==> config.mk <==
export PLATFORM = sky130hd
export DESIGN_NAME = atomrv_hazard_ctrl
export DESIGN_NICKNAME = d
export VERILOG_FILES = /design/src/rtl/atomrv_hazard_ctrl.sv
export SDC_FILE = /design/constraint.sdc
export NUM_CORES = 1
export LEC_CHECK = 0
export CAP_MARGIN = 20
export CORE_MARGIN = 3
export CORE_UTILIZATION = 30
export DETAILED_ROUTE_END_ITERATION = 10
export GPL_TIMING_DRIVEN = 0
export PLACE_DENSITY = 0.5
export REMOVE_ABC_BUFFERS = 1
export SYNTH_ARGS = -nofsm -noshare
export SYNTH_HDL_FRONTEND = slang
export SYNTH_SLANG_ARGS = --single-unit
==> constraint.sdc <==
create_clock -name clk_i -period 8.85 [get_ports clk_i]
set_input_delay 1.77 -clock clk_i [delete_from_list [all_inputs] [get_ports clk_i]]
set_output_delay 1.77 -clock clk_i [all_outputs]
set_load 0.01 [all_outputs]
==> src/rtl/atomrv_hazard_ctrl.sv <==
// atomrv_hazard_ctrl: register-scoreboard hazard controller for the decode stage.
// Tracks pending register writes, stalls on RAW/WAW hazards, a full in-flight
// window or a drain request, and sequences the drain handshake for fence/ecall.
module atomrv_hazard_ctrl #(
  parameter int REG_ADRESS_WIDTH = 5,
  parameter int REGISTERS        = 32,
  parameter int MAX_INFLIGHT     = 4,
  parameter int CNT_W            = $clog2(MAX_INFLIGHT + 1)
) (
  input  logic                        clk_i,
  input  logic                        rst_i,
  input  logic                        issue_valid_i,
  input  logic [REG_ADRESS_WIDTH-1:0] rs1_i,
  input  logic [REG_ADRESS_WIDTH-1:0] rs2_i,
  input  logic [REG_ADRESS_WIDTH-1:0] rd_i,
  input  logic                        use_rs1_i,
  input  logic                        use_rs2_i,
  input  logic                        wr_rd_i,
  input  logic                        wb_valid_i,
  input  logic [REG_ADRESS_WIDTH-1:0] wb_rd_i,
  input  logic                        drain_req_i,
  output logic                        issue_o,
  output logic                        stall_o,
  output logic                        drain_ack_o,
  output logic [CNT_W-1:0]            inflight_o,
  output logic [31:0]                 stall_cnt_o,
  output logic                        err_o
);

  typedef enum logic [1:0] {ST_RUN, ST_DRAIN, ST_DONE} state_t;

  logic [REGISTERS-1:0] pend_q, pend_d;
  logic [CNT_W-1:0]     inflight_q, inflight_d;
  state_t               state_q, state_d;
  logic [31:0]          stall_cnt_q, stall_cnt_d;
  logic                 err_q, err_d;

  logic hazard;
  logic set_en, clr_en, err_en;

  // Hazard detection and the issue/stall decision; x0 is never considered pending.
  always_comb begin
    hazard = (use_rs1_i & (rs1_i != '0) & pend_q[rs1_i])
           | (use_rs2_i & (rs2_i != '0) & pend_q[rs2_i])
           | (wr_rd_i   & (rd_i  != '0) & pend_q[rd_i])
           | (inflight_q == CNT_W'(MAX_INFLIGHT))
           | drain_req_i
           | (state_q != ST_RUN);
    issue_o = issue_valid_i & ~hazard;
    stall_o = issue_valid_i & hazard;
    set_en  = issue_o & wr_rd_i & (rd_i != '0);
    clr_en  = wb_valid_i & (wb_rd_i != '0) & pend_q[wb_rd_i];
    err_en  = wb_valid_i & (wb_rd_i != '0) & ~pend_q[wb_rd_i];
  end

  // Scoreboard, counters and drain FSM next-state; a set after a clear of the
  // same register wins because it is applied last.
  always_comb begin
    pend_d = pend_q;
    if (clr_en) pend_d[wb_rd_i] = 1'b0;
    if (set_en) pend_d[rd_i] = 1'b1;

    inflight_d = inflight_q;
    case ({set_en, clr_en})
      2'b10:   inflight_d = inflight_q + CNT_W'(1);
      2'b01:   inflight_d = inflight_q - CNT_W'(1);
      default: inflight_d = inflight_q;
    endcase

    stall_cnt_d = stall_cnt_q;
    if (stall_o && (stall_cnt_q != 32'hFFFF_FFFF)) stall_cnt_d = stall_cnt_q + 32'd1;

    err_d = err_q | err_en;

    state_d = state_q;
    case (state_q)
      // An already-empty pipeline is acknowledged straight away: the request
      // itself blocks any new writer from issuing this cycle.
      ST_RUN:   if (drain_req_i) state_d = (inflight_q == '0) ? ST_DONE : ST_DRAIN;
      ST_DRAIN: if (!drain_req_i) state_d = ST_RUN;
                else if (inflight_q == '0) state_d = ST_DONE;
      ST_DONE:  if (!drain_req_i) state_d = ST_RUN;
      default:  state_d = ST_RUN;
    endcase
  end

  // All state registers with asynchronous clear.
  always_ff @(posedge clk_i or posedge rst_i) begin
    if (rst_i) begin
      pend_q      <= '0;
      inflight_q  <= '0;
      state_q     <= ST_RUN;
      stall_cnt_q <= '0;
      err_q       <= 1'b0;
    end else begin
      pend_q      <= pend_d;
      inflight_q  <= inflight_d;
      state_q     <= state_d;
      stall_cnt_q <= stall_cnt_d;
      err_q       <= err_d;
    end
  end

  assign drain_ack_o = (state_q == ST_DONE);
  assign inflight_o  = inflight_q;
  assign stall_cnt_o = stall_cnt_q;
  assign err_o       = err_q;

endmodule

==> qor.txt, run 1 <==
Net switching power: 0.366 mW
Peak supply drop: 0.000110 V
Comb pwr share: 26.5%
Num ports: 67
Synth Flop Type: dfrtp_1
Nets@finish: 528
Total CTS buffers: 9
Async S/R FF share, synth: 100%
Core Rows: 44
Initial DRC Count: 206
Largest net degree at the start of global routing: 61
Unique masters post-synth: 55
Clock share of power: 34.6%
Internal: 0.781 mW
Commonest cells in the netlist: 70 x dfrtp_1, 56 x o21ai_0, 26 x xor2_1, 24 x mux2i_1, 22 x mux4_2
Worst Path Max Fanout: 19
EDFF count, synth: 0
Clock root buffer: clkbuf_16
Max Slew Vio Count: 0
Drt pass-1 iters: 5
Synth Register Bits: 70
First-pass GRT wire length: 21.8 mm
Initial Util: 30.9%
Reg2reg setup slack: 5.05 ns
Final core occ: 39.0%
Actual slew at the worst max-slew pin: 1.01 ns
Sequential share of the synthesized area: 38.9%
Final Hold Viols: 0
GRT Residual Overflow: 0
Gates resized, CTS repair: 0
Most frequent cell after synthesis: dfrtp_1
Initial antenna violation count: 0
Hold Buf Count CTS: 0
# diodes: 0
Static leakage: 2.31 nW
# Max-Cap Violations: 0
Mapped Cells: 439
Non-filler cells in the finished layout: 685
Clk_lat worst skew: 0.34 ns
Die width: 129 um
CP bufs+invs: 4
Setup bufs post-CTS: 0
I/O Buffers: 66
Outcome: completed
WHS Endpoint: state_q[0]
Power per cell area: 201 nW/um^2
Routed length per instance: 19.7 um
HP Start: state_q[1]
Remaining antenna violation count after routing: 0
Total GRT Usage: 16.7%
Post-DP HPWL: 9.52 mm
Crit path time final: 7.40 ns
Post-route clock period utilization: 83.6%
Die area: 16500 sq um
RSZ-0062 raised after global routing: false
Placed cell count: 669
Yosys warnings: 0
Slowest CP cell: clkdlybuf4s50_1
Seq pwr share: 38.9%
R2R cell count: 15
Die Span Y: 129 um
Synth Cell Area: 4500 sq um
Setup WS post-layout: 1.45 ns
F_max: 135 MHz
DRC violations left: 0
Top cells by area, synth: dfrtp_1 39%, mux4_2 11%, o21ai_0 6.2%, mux2i_1 5.3%, xor2_1 5.1%
Vias per Instance: 5.61
WS Path Type: primary input to output port
Synthesis-to-layout area growth: 26.5%
Synth area leader: dfrtp_1
Vias in the first global route: 3960
Share of layout cells above drive strength 1: 11.0%
Top-area cell type share of the netlist area: 38.9%
Req. time, crit path: 7.08 ns
Worst-path clk slew: 0.06 ns
Top delay family on crit path: buffers and inverters
Final WL: 13.5 mm
Worst Skew: 0.00936 ns
Reg2Reg Capture Point: inflight_o[2]
Hold path cells: 1
Core ar.: 14600 sq um
Sw Share: 31.9%
Worst relative slew slack: 32.3%
Nature of the critical path endpoint: output port
Worst path cell trace: clkdlybuf4s50_1 > mux4_2 > mux2_2 > a2111oi_2 > a311oi_1 > a211oi_4 > buf_8 > buf_8 > and2_1 > clkdlybuf4s50_1
CTS sink count: 70
CTS tree: yes
Final setup viols: 0
Setup TNS: 0 ns
Avg Cell Area, Syn: 10.3 sq um
Depth of the CTS H-tree: 3
R2r startpoint: pend_q[31]
Post-Place Setup Slack: 1.35 ns
Routability congestion estimate: 0.835
Arrival time at the worst endpoint: 5.63 ns
Via Count: 3843
Startpoint Class: primary input
Maximum root-to-sink buffer count: 2
Worst Hold Class: register to register
Worst path max stage delay: 0.90 ns
[area by class of cell]
| cell class | count | area, sq um |
|---|---|---|
| flip-flops and latches | 70 | 1750 |
| clock buffers | 10 | 239 |
| clock inverters | 5 | 83.8 |
| inverters | 13 | 51.3 |
| well taps | 184 | 230 |
| repair buffers | 70 | 746 |
| fillers | 1429 | 8890 |
| multi-input cells | 333 | 2590 |
[worst reg2reg max path, cell delays in order (launching register included)]
cell,delay [ns]
dfrtp_1,0.44
mux4_2,0.49
mux2_2,0.31
a2111oi_2,0.37
a311oi_1,0.16
a211oi_4,0.40
buf_8,0.23
buf_8,0.19
and2_1,0.18
nand2_1,0.10
ha_1,0.23
inv_1,0.07
fa_1,0.17
xor2_1,0.16
nor2_1,0.06
xor2_1,0.14
[metal layers]
metal | up-vias | global-route usage [%] | wire, um
li1 | 1781 | - | -
met2 | 130 | 25.7 | 6100
met4 | 0 | 4.39 | 189
met1 | 1914 | 23.7 | 6160
met5 | - | 0 | 0
met3 | 18 | 4.11 | 1060
[worst max path at each step]
stage,startpoint,endpoint,cells after the start
after floorplan,rs2_i[0],issue_o,6
after global placement,rd_i[1],issue_o,8
after detailed placement,rd_i[1],issue_o,10
after CTS,rd_i[1],issue_o,10
after global routing,rs2_i[0],issue_o,10
final,rs2_i[0],issue_o,10
[cell usage in the layout (no fill, tap or decap), types with 13 or more instances in the layout]
cell type / count
nand3_1: 21
xor2_1: 26
nor2_1: 13
mux4_2: 22
clkdlybuf4s50_1: 66
mux2i_1: 24
o21ai_0: 56
nor3_1: 19
nand2_1: 21
dfrtp_1: 70
[sequential cells by signal (all words and copies together) (netlist names)]
name / cells
err_o: 1
inflight_o: 3
pend_q: 32
stall_cnt_o: 32
state_q: 2
[stage by stage]
step                      total power, mW  cell area (sq um)  hold WS [ns]
after global placement              0.735               5290         0.464
after detailed placement            0.753               5350         0.465
after CTS                            1.15               5670         0.478
after global routing                 1.21               5700         0.496
final                                1.15               5700         0.474
after floorplan                     0.598               4390         0.388
[cells by family after synthesis]
| kind of cell | after synthesis | synth area share (%) |
|---|---|---|
| AO/OA/AOI/OAI | 90 | 12.1 |
| XOR/XNOR | 34 | 6.61 |
| adder cells (fa/ha/maj) | 3 | 1.00 |
| buffers and inverters | 36 | 3.50 |
| flip-flops | 70 | 38.9 |
| multiplexers | 49 | 17.1 |
| AND/OR/NAND/NOR | 157 | 20.8 |
[power by group through the flow]
stage	logic (mW)	registers [mW]	clock network, mW
after floorplan	0.167	0.431	0
after global placement	0.288	0.447	0
after detailed placement	0.304	0.449	0
after CTS	0.306	0.444	0.404
after global routing	0.335	0.455	0.420
final	0.304	0.446	0.397
No activity file was read; power rests on OpenSTA's default activity.
==> run 2, diff against run 1 <==
--- a/config.mk
+++ b/config.mk
@@ -10,7 +10,7 @@
 export CORE_UTILIZATION = 30
 export DETAILED_ROUTE_END_ITERATION = 10
 export GPL_TIMING_DRIVEN = 0
-export PLACE_DENSITY = 0.5
+export PLACE_DENSITY = 0.52
 export REMOVE_ABC_BUFFERS = 1
 export SYNTH_ARGS = -nofsm -noshare
 export SYNTH_HDL_FRONTEND = slang
==> constraint.sdc (replaced) <==
create_clock -name clk_i -period 6.19 [get_ports clk_i]
set_input_delay 1.238 -clock clk_i [delete_from_list [all_inputs] [get_ports clk_i]]
set_output_delay 1.238 -clock clk_i [all_outputs]
set_load 0.01 [all_outputs]
==> qor.txt, run 2 (synthesis gave the netlist of run 1 again) <==
Outcome: completed
First-pass GRT wire length: 21.3 mm
Post-DP HPWL: 9.33 mm
Hold Buf Count CTS: 0
Static leakage: 2.31 nW
I/O Buffers: 66
Worst Hold Class: register to register
Total CTS buffers: 9
Worst Skew: 0.0129 ns
Clock share of power: 30.7%
Post-route cell area: 5680 sq um
Drt pass-1 iters: 4
Reg2Reg Capture Point: inflight_o[2]
Post-route clock period utilization: 95.2%
GRT Residual Overflow: 0
Routability congestion estimate: 0.854
Actual slew at the worst max-slew pin: 0.758 ns
Clock root buffer: clkbuf_16
CP startpoint: rs2_i[0]
Routed length per instance: 19.2 um
Peak supply drop: 0.000214 V
Final setup viols: 0
Max Slew Vio Count: 0
Clk_lat worst skew: 0.34 ns
Initial DRC Count: 236
DRC violations left: 0
Arrival time at the worst endpoint: 4.65 ns
Die width: 129 um
Nets@finish: 530
Power per cell area: 276 nW/um^2
Startpoint Class: primary input
R2r startpoint: pend_q[31]
Sw Share: 33.6%
Die area: 16500 sq um
Final core occ: 38.9%
R2R cell count: 14
Setup WS post-layout: 0.298 ns
Most common cell after layout, fill and taps aside: dfrtp_1
Num ports: 67
Placed instance area: 5340 sq um
Fill cells: 1449
Core ar.: 14600 sq um
Worst-path clk slew: 0.06 ns
Power, Total: 1.57 mW
Internal: 1.04 mW
Final WL: 13.2 mm
Worst Path Max Fanout: 22
Total GRT Usage: 16.4%
Via Count: 3887
Initial Util: 30.9%
Remaining antenna violation count after routing: 0
Vias per Instance: 5.65
End point of the critical path: stall_o
Non-filler cells in the finished layout: 688
Worst relative slew slack: 49.3%
Crit path time final: 5.89 ns
Maximum root-to-sink buffer count: 2
Vias in the first global route: 3929
Depth of the CTS H-tree: 3
Die Span Y: 129 um
Comb pwr share: 28.7%
Core Rows: 44
CTS tree: yes
Seq pwr share: 40.6%
WS Path Type: primary input to output port
# Max-Cap Violations: 0
Synthesis-to-layout area growth: 26.1%
Reg2reg setup slack: 2.91 ns
Worst hold slack: 0.468 ns
Commonest cells after routing, fill and taps aside: 70 x dfrtp_1, 65 x clkdlybuf4s50_1, 56 x o21ai_0
Nature of the critical path endpoint: output port
Initial antenna violation count: 0
Largest net degree at the start of global routing: 49
Net switching power: 0.526 mW
F_max: 170 MHz
CTS sink count: 70
Req. time, crit path: 4.95 ns
Share of layout cells above drive strength 1: 11.3%
Placed cell count: 668
# diodes: 0
Final Hold Viols: 0
Setup TNS: 0 ns
Post-Place Setup Slack: -0.345 ns
RSZ-0062 raised after global routing: false
## run 2: cell types whose count changed in the layout (fill, tap and decap cells not counted), moves of 2 or more
cell and delta:
clkinv_2 +2, buf_8 -2, buf_4 +2, bufinv_16 -2, inv_6 +2, clkinvlp_4 -2
## run 2: power by group through the flow
stage               Combinational (mW)  Clock [mW]  Sequential, mW
CTS                              0.451       0.497           0.633
floorplan                        0.239           0           0.617
finish                           0.449       0.482           0.636
global route                     0.495       0.518           0.649
global placement                 0.413           0           0.639
detailed placement               0.434           0           0.641
## run 2: repair_timing
action	4_1_cts	5_1_grt
setup endpoints to repair	2	0
gates resized for setup	1	0
buffers inserted	2	0
## run 2: how the worst min path moves through the flow
stage,startpoint,end,cells past startpoint
after global placement,state_q[1],state_q[0],1
final,err_o,err_o,1
after detailed placement,err_o,err_o,1
after CTS,err_o,err_o,1
after global routing,err_o,err_o,1
after floorplan,pend_q[0],pend_q[0],0
## run 2: per-layer routing
layer  routed length (um)  track usage [%]
met5                    0                0
met4                  280             6.92
met3                 1030             3.69
met1                 6020             23.5
met2                 5890             23.9
## run 2: final cells by class
cell class / instances / area, sq um / share of cell area, %
sequential: 70 / 1750 / 30.9
clock buffer: 10 / 229 / 4.03
multi-input combinational: 333 / 2590 / 45.7
clock inverter: 6 / 45.0 / 0.793
tap: 184 / 230 / 4.05
inverter: 13 / 51.3 / 0.903
timing repair buffer: 72 / 777 / 13.7
## run 2: critical path, stage by stage
cell and delay, ns:
clkdlybuf4s50_1 0.94, mux4_2 0.59, mux2_2 0.30, a2111oi_2 0.35, a311oi_1 0.14, a211oi_4 0.23
buf_12 0.15, buf_16 0.15, nor2b_1 0.06, clkdlybuf4s50_1 0.47
==> run 3, diff against run 2 <==
--- a/config.mk
+++ b/config.mk
@@ -9,7 +9,7 @@
 export CORE_MARGIN = 3
 export CORE_UTILIZATION = 30
 export DETAILED_ROUTE_END_ITERATION = 10
-export GPL_TIMING_DRIVEN = 0
+export GPL_TIMING_DRIVEN = 1
 export PLACE_DENSITY = 0.52
 export REMOVE_ABC_BUFFERS = 1
 export SYNTH_ARGS = -nofsm -noshare
==> qor.txt, run 3 (synthesis gave the netlist of run 1 again) <==
Outcome: completed
Maximum root-to-sink buffer count: 2
Routability congestion estimate: 0.847
Die Span Y: 129 um
Worst hold slack: 0.475 ns
Reg2reg setup slack: 2.78 ns
Peak supply drop: 0.000207 V
Final Hold Viols: 0
# diodes: 0
Remaining antenna violation count after routing: 0
Total GRT Usage: 17.0%
Routed length per instance: 19.9 um
Nets@finish: 530
Non-filler cells in the finished layout: 688
F_max: 186 MHz
Setup WS post-layout: 0.802 ns
Post-route cell area: 5650 sq um
Num ports: 67
Largest net degree at the start of global routing: 71
Post-DP HPWL: 9.61 mm
CTS sink count: 70
Hold Buf Count CTS: 0
Gates resized, CTS repair: 0
Fill cells: 1450
Final core occ: 38.7%
Drt pass-1 iters: 4
Nature of the critical path endpoint: output port
Reg2Reg Capture Point: pend_q[30]
Worst relative slew slack: 26.7%
Final setup viols: 0
CTS tree: yes
R2R cell count: 8
# Max-Cap Violations: 0
Depth of the CTS H-tree: 3
Initial DRC Count: 249
Arrival time at the worst endpoint: 4.15 ns
Static leakage: 2.30 nW
Post-Place Setup Slack: 0.785 ns
Reg area: 1750 sq um
Die width: 129 um
Worst Path Max Fanout: 3
First-pass GRT wire length: 22.0 mm
Worst Hold Class: register to register
Actual slew at the worst max-slew pin: 1.10 ns
Power per cell area: 286 nW/um^2
R2r startpoint: pend_q[29]
Clk_lat worst skew: 0.34 ns
Most common cell after layout, fill and taps aside: dfrtp_1
Commonest cells after routing, fill and taps aside: 70 x dfrtp_1, 66 x clkdlybuf4s50_1, 56 x o21ai_0
Power, Total: 1.61 mW
Vias per Instance: 5.64
Multi-input gate area: 2590 sq um
Placed instance area: 5330 sq um
Initial antenna violation count: 0
Initial Util: 30.9%
Final WL: 13.7 mm
DRC violations left: 0
Core ar.: 14600 sq um
Crit path time final: 5.39 ns
Worst-path clk slew: 0.06 ns
Via Count: 3877
Setup bufs post-CTS: 0
HP Start: err_o
Total CTS buffers: 9
I/O Buffers: 66
Req. time, crit path: 4.95 ns
Share of layout cells above drive strength 1: 11.5%
WHS Endpoint: err_o
Worst Skew: 0.00685 ns
RSZ-0062 raised after global routing: false
Setup TNS: 0 ns
Max Slew Vio Count: 0
WS Path Type: primary input to output port
Hold path cells: 1
Post-route clock period utilization: 87.0%
Core Rows: 44
Vias in the first global route: 3898
Clock root buffer: clkbuf_16
Placed cell count: 672
Startpoint Class: primary input
Die area: 16500 sq um
Synthesis-to-layout area growth: 25.5%
GRT Residual Overflow: 0
## run 3: worst max path at each step
stage                          to  startpoint  slack (ns)
after floorplan           issue_o    rs2_i[0]        1.26
after global placement    issue_o    rs2_i[0]        0.81
after detailed placement  issue_o    rs2_i[0]        0.78
after CTS                 issue_o    rs2_i[0]        0.79
after global routing      issue_o    rs2_i[0]        0.63
final                     issue_o    rs2_i[0]        0.80
## run 3: power by group
part	internal, mW	switching (mW)	leakage [nW]
clock network	0.345	0.201	0.151
logic	0.216	0.209	1.23
registers	0.528	0.115	0.915
## run 3: routing by layer
| layer | routed length (um) | vias to the layer above | global-route usage (%) |
|---|---|---|---|
| met3 | 1060 | 17 | 4.36 |
| met5 | 0 | - | 0 |
| met2 | 6160 | 149 | 25.6 |
| li1 | - | 1779 | - |
| met1 | 6320 | 1932 | 24.4 |
| met4 | 182 | 0 | 4.69 |
## run 3: worst max-delay path, stage by stage
cell and delay, ns:
clkdlybuf4s50_1 0.55, mux4_2 0.51, mux2_2 0.29, a2111oi_2 0.35, a311oi_1 0.12, a211oi_4 0.33, and2_1 0.21, clkdlybuf4s50_1 0.54
## run 3: final cells by class
type	count	area share, %
repair buffers	72	12.5
flip-flops and latches	70	31.0
well taps	184	4.07
inverters	13	0.864
multi-input cells	333	45.9
clock buffers	12	4.72
clock inverters	4	0.952
